### config.mk
export PLATFORM = sky130hd
export DESIGN_NAME = synch_fifo
export DESIGN_NICKNAME = d
export VERILOG_FILES = /design/src/rtl/synch_fifo_pkg.sv /design/src/rtl/fifo_ptr.sv /design/src/rtl/synch_fifo.sv
export SDC_FILE = /design/constraint.sdc
export NUM_CORES = 1
export LEC_CHECK = 0
export BUFFER_PORTS_ARGS = -buffer_cell sky130_fd_sc_hd__clkbuf_2
export CORE_MARGIN = 2
export CORE_UTILIZATION = 42
export CTS_CLUSTER_SIZE = 25
export DETAILED_ROUTE_END_ITERATION = 16
export PLACE_DENSITY = 0.72
export SYNTH_ARGS = -nofsm -noshare
export SYNTH_HDL_FRONTEND = slang
export SYNTH_SLANG_ARGS = --single-unit
### constraint.sdc
create_clock -name clk -period 1.6 [get_ports clk]
set_input_delay 0.16 -clock clk [delete_from_list [all_inputs] [get_ports clk]]
set_output_delay 0.16 -clock clk [all_outputs]
set_load 0.005 [all_outputs]
### src/rtl/synch_fifo_pkg.sv
// Shared sizing for the synch_fifo pointer/occupancy tracker.
// Pointers carry one extra wrap bit above the slot address.
package synch_fifo_pkg;

  localparam int DEPTH_DEF = 8;
  localparam int AW_DEF    = 3;

  function automatic int ptr_width(input int aw);
    return aw + 1;
  endfunction

endpackage

### src/rtl/fifo_ptr.sv
// Wrapping pointer register: advances by one on inc, clears on async reset.
module fifo_ptr #(
  parameter int PW = 4
) (
  input  logic          clk,
  input  logic          rstn,
  input  logic          inc,
  output logic [PW-1:0] ptr
);

  // Natural PW-bit overflow gives the seamless wrap through the MSB.
  always_ff @(posedge clk or negedge rstn) begin
    if (!rstn) begin
      ptr <= '0;
    end else if (inc) begin
      ptr <= ptr + PW'(1);
    end
  end

endmodule

### src/rtl/synch_fifo.sv
// Pointer and occupancy tracker for a DEPTH-entry synchronous FIFO (no data path).
// Only the two pointers are state; every status output is decoded from them.
module synch_fifo
  import synch_fifo_pkg::*;
#(
  parameter int DEPTH = DEPTH_DEF,
  parameter int AW    = AW_DEF
) (
  input  logic        clk,
  input  logic        rstn,
  input  logic        wr_en,
  input  logic        rd_en,
  output logic [AW:0] wr_ptr,
  output logic [AW:0] rd_ptr,
  output logic [AW:0] existed_entries,
  output logic [AW:0] available_entries,
  output logic        full,
  output logic        empty
);

  localparam int PW = ptr_width(AW);

  logic wr_acc;
  logic rd_acc;

  // Request semantics: wr_en/rd_en are per-cycle requests; a write is taken
  // only while !full and a read only while !empty, both at the next rising edge.
  // With both requested, a full FIFO takes only the read and an empty one only
  // the write, so occupancy never overflows or underflows.
  assign wr_acc = wr_en & ~full;
  assign rd_acc = rd_en & ~empty;

  fifo_ptr #(.PW(PW)) u_wr_ptr (
    .clk  (clk),
    .rstn (rstn),
    .inc  (wr_acc),
    .ptr  (wr_ptr)
  );

  fifo_ptr #(.PW(PW)) u_rd_ptr (
    .clk  (clk),
    .rstn (rstn),
    .inc  (rd_acc),
    .ptr  (rd_ptr)
  );

  // Modulo subtraction stays correct across the pointer wrap.
  assign existed_entries   = wr_ptr - rd_ptr;
  assign available_entries = PW'(DEPTH) - existed_entries;
  assign full  = (wr_ptr[AW-1:0] == rd_ptr[AW-1:0]) && (wr_ptr[AW] != rd_ptr[AW]);
  assign empty = (wr_ptr == rd_ptr);

endmodule

# Yosys cells after proc, flatten, opt, wreduce, memory -nomap -nowiden
# Index checks and enable logic that the tools add are counted.
dict set report word_totals {
  input_bits 4
  elab_cells 14
  reg_bits 8
}
dict set report classes {
  n_reduce_logical 1
  add_sub_neg 4
  n_eq_ne 3
  n_bitwise 4
}
# op count
set ops {}
lappend ops {{$add A4 B1 Y4 const B} 2}
lappend ops {{$eq A4 B4 Y1} 1}
lappend ops {{$sub A4 B4 Y4} 1}
lappend ops {{$sub A4 B4 Y4 const A} 1}
lappend ops {{$eq A3 B3 Y1} 1}
lappend ops {{$and A1 B1 Y1} 2}
lappend ops {{$not A1 Y1} 2}
lappend ops {{$logic_and A1 B1 Y1} 1}
lappend ops {{$ne A1 B1 Y1} 1}

# Longest topological paths before layout
dict set report depth {
  word_depth 4
  ltp_mapped 6
  depth_no_buf 6
}

# Cells and area by module
# Synthesis repeated with hierarchy kept, for this count alone.
dict set report unflattened {
  cells_unflattened 48
  hier_area_um2 534.3
}
# module area_per_inst_um2 cells_per_inst seq_area_each_um2 n_inst
set modules_own_cells {}
lappend modules_own_cells {fifo_ptr 160.2 11 100.1 2}
lappend modules_own_cells {synch_fifo 214.0 26 0.0 1}

# Worst setup path before layout
# Ideal clock, no wire load.
dict set report synth_timing {
  kind {register to output}
  start {reg u_wr_ptr.ptr[0]}
  end {out available_entries[3]}
  n_path_buf 0
  slack_ns -0.255
  arrival_ns 1.695
  required_ns 1.440
  path_stages_with_launch 7
  cell_sequence {dfrtp_1 > inv_1 > ha_1 > fa_1 > inv_1 > nor3_1 > xnor3_1}
}
dict set report synth_between {
  elab_chain_len 2
}
# element line_no
set synth_rtl {}
lappend synth_rtl {{start: declaration} fifo_ptr.sv:8} ;# output logic [PW-1:0] ptr
lappend synth_rtl {{start signal: assignment} fifo_ptr.sv:16} ;# ptr <= ptr + PW'(1);
lappend synth_rtl {{$sub A4 B4 Y4} synch_fifo.sv:48} ;# assign existed_entries = wr_ptr - rd_ptr;
lappend synth_rtl {{via existed_entries[1]} synch_fifo.sv:15} ;# output logic [AW:0] existed_entries,
lappend synth_rtl {{$sub A4 B4 Y4} synch_fifo.sv:49} ;# assign available_entries = PW'(DEPTH) - existed_entries;
lappend synth_rtl {{end: declaration} synch_fifo.sv:16} ;# output logic [AW:0] available_entries,
# The timed path passes the listed nets, and every way through them passes these cells.

# Worst setup path after layout
dict set report layout_timing {
  start {reg u_wr_ptr.ptr[0]}
  end {out available_entries[3]}
}
dict set report layout_between {
  elab_chain_len 2
}
# element line_no
set layout_rtl {}
lappend layout_rtl {{$sub A4 B4 Y4} synch_fifo.sv:48}
lappend layout_rtl {{$sub A4 B4 Y4} synch_fifo.sv:49}
# No other way between the ends.

==> metrics.md <==
| Metric | Value |
|---|---|
| Hold Path Class | in2reg |
| Fin. Hold Viols | 0 |
| TritonCTS clock tree | yes |
| Drt pass-1 iters | 2 |
| Synth Register Bits | 8 |
| Crit-path max FO | 2 |
| Setup_tns | -2.18 ns |
| CTS clk-pin slew, worst paths | 0.05 ns |
| Number of global-route vias before repair | 619 |
| H-tree depth | 1 |
| Total grt overflow | 0 |
| Clk_lat worst skew | 0.26 ns |
| First-pass GRT wire length | 2820 µm |
| Nets | 109 |
| Via count | 541 |
| Core area | 1320 µm² |
| Place WS | -0.253 ns |
| Initial Utilization | 0.458 |
| Setup CP Type | reg2out |
| Drt drc | 0 |
| Total track usage | 0.224 |
| Yosys cell types | 19 |
| Endpoints failing setup | 10 |
| Max-slew violations | 0 |
| Ports | 22 |
| Number of port buffers | 21 |
| CP max stage cell | fa_2 |
| Slew Limit Headroom | 0.757 |
| Max Cap Viol | 0 |
| DP HPWL | 1220 µm |
| Worst Skew | 0.00568 ns |
| Die area | 1760 µm² |
| Filler instances | 94 |
| Mapped Area | 603 µm² |
| ANT cells | 0 |
| Tcrit/Tclk final | 1.28 |
| Clock sinks | 8 |
| Failing checks | setup timing |
| Crit-path max cell delay | 0.54 ns |
| Status | finished, violations left |
| Gp weighted congestion | 0.678 |
| Worst setup margin | -0.442 ns |
| R2R depth | 6 |
| Root Buffer | clkbuf_4 |
| Die Span Y | 41.9 µm |
| Routed Antenna Nets | 0 |
| Routed wire length | 1650 µm |
| Maximum clock insertion buffer count | 2 |
| Largest net degree at the start of global routing | 9 |
| Crit-path cells | inv_1 > ha_2 > fa_2 > inv_2 > nor3_2 > xnor3_1 > clkbuf_2 |
| Die X | 41.9 µm |
| Num CTS Buffers | 3 |
| Syn Nets | 61 |
| Post-synthesis sequential area ratio | 0.332 |
| Initial DRC count | 3 |
| Synth Instances | 50 |
| RSZ-0062 raised after global routing | true |
| Ratio of routed vias to standard cells | 4.87 |
| YS warnings | 0 |
| Post-DR wirelength/cell | 14.8 µm |
| Type of origin of the critical path | flop |
| Minimum clock period | 2.04 ns |
| CP Capture Type | output port |
| Post-route core utilization | 0.791 |
| F_max | 0.490 GHz |
| Worst slew pin tran | 0.364 ns |
| Row cnt | 13 |
| Share of cells above drive strength 1 | 0.698 |
| Initial antenna violation count | 0 |
| Worst Path Required | 1.44 ns |
| Area grow syn2layout | 72.8% |
| Syn_area_per_cell | 12.1 µm² |
| Worst Hold Depth | 3 |
| Arr. time, crit path | 1.88 ns |
-- metrics by stage --
step,std cells,instance area (µm²),hold WS (ns)
after global routing,111,1040,0.258
after CTS,112,1020,0.229
final,111,1040,0.250
after global placement,102,877,0.00934
after detailed placement,102,877,0.0140
after floorplan,50,633,-0.136
-- cells by family (layout without fill, tap and decap cells) --
kind of cell             count (synthesis)  in the layout  share of synthesized area
adder cells (fa/ha/maj)                  7              7                      0.158
AO/OA/AOI/OAI                            7              7                      0.122
flip-flops                               8              8                      0.332
XOR/XNOR                                12             12                      0.222
multiplexers                             2              2                     0.0436
AND/OR/NAND/NOR                          7              7                     0.0726
buffers and inverters                    7             53                     0.0498
-- placed cells by master, fill, tap and decap left out, types with 2 or more instances in the layout --
cell type	count
inv_1	3
o211ai_1	4
inv_2	3
nor2_4	2
xnor2_1	8
clkbuf_4	3
buf_6	8
ha_4	3
dfrtp_1	8
and3_1	2
buf_2	4
ha_1	2
xnor2_2	2
clkbuf_2	15
buf_4	16
-- final cells by class --
cell class              count  area, µm²  share of cell area
clock buffers               3       22.5              0.0216
inverters                   6       22.5              0.0216
multi-input cells          35        463               0.444
flip-flops and latches      8        200               0.192
well taps                  15       18.8              0.0180
repair buffers             44        315               0.303
-- routing by layer --
layer	wire, µm	track usage
met1	604	0.225
met2	929	0.434
met3	58	0.0261
met4	55	0.123
met5	0	0
-- critical path, delay by kind of cell, from the launching register on --
kind	cells	cell delay, ns
xor gates and xnor gates	1	0.23
adders and majority gates	2	0.72
buffers and inverters	3	0.22
DFF	1	0.35
and+or+nand+nor	1	0.11
-- state kept, by name (all words and copies together) (netlist names) --
signal and count:
u_rd_ptr.ptr 4, u_wr_ptr.ptr 4
-- cell usage after synthesis, drive strengths merged --
cell type	number	area share
nor2	2	0.012
xnor3	1	0.037
inv	6	0.037
o211ai	4	0.050
and3	2	0.021
o21ai	2	0.029
ha	6	0.12
fa	1	0.033
nand3	1	0.0083
a221oi	1	0.044
buf	1	0.012
dfrtp	8	0.33
nor2b	1	0.023
mux2	2	0.044
nor3	1	0.0083
xnor2	10	0.16
xor2	1	0.027
-- what timing repair did --
item | CTS | global route
endpoints found under the hold margin | 8 | 0
setup endpoints to repair | 12 | 13
hold buffers | 1 | 0
gates resized for setup | 13 | 13
pin swaps | 6 | 5
buffers inserted | 6 | 2
-- worst paths after layout --
check | startpoint | endpoint | slack (ns)
hold reg to reg | u_rd_ptr.ptr[0] | u_rd_ptr.ptr[0] | 0.59
hold / removal | rd_en | u_rd_ptr.ptr[3] | 0.25
max in group asynchronous | rstn | u_wr_ptr.ptr[0] | 1.12
min in group asynchronous | rstn | u_wr_ptr.ptr[2] | 0.29
setup reg to reg | u_wr_ptr.ptr[2] | u_rd_ptr.ptr[1] | -0.08
setup / recovery | u_wr_ptr.ptr[0] | available_entries[3] | -0.44
Power is left out: the tool's default activity adds up to more than one toggle a clock period on the data nets, which glitch-free logic cannot reach.
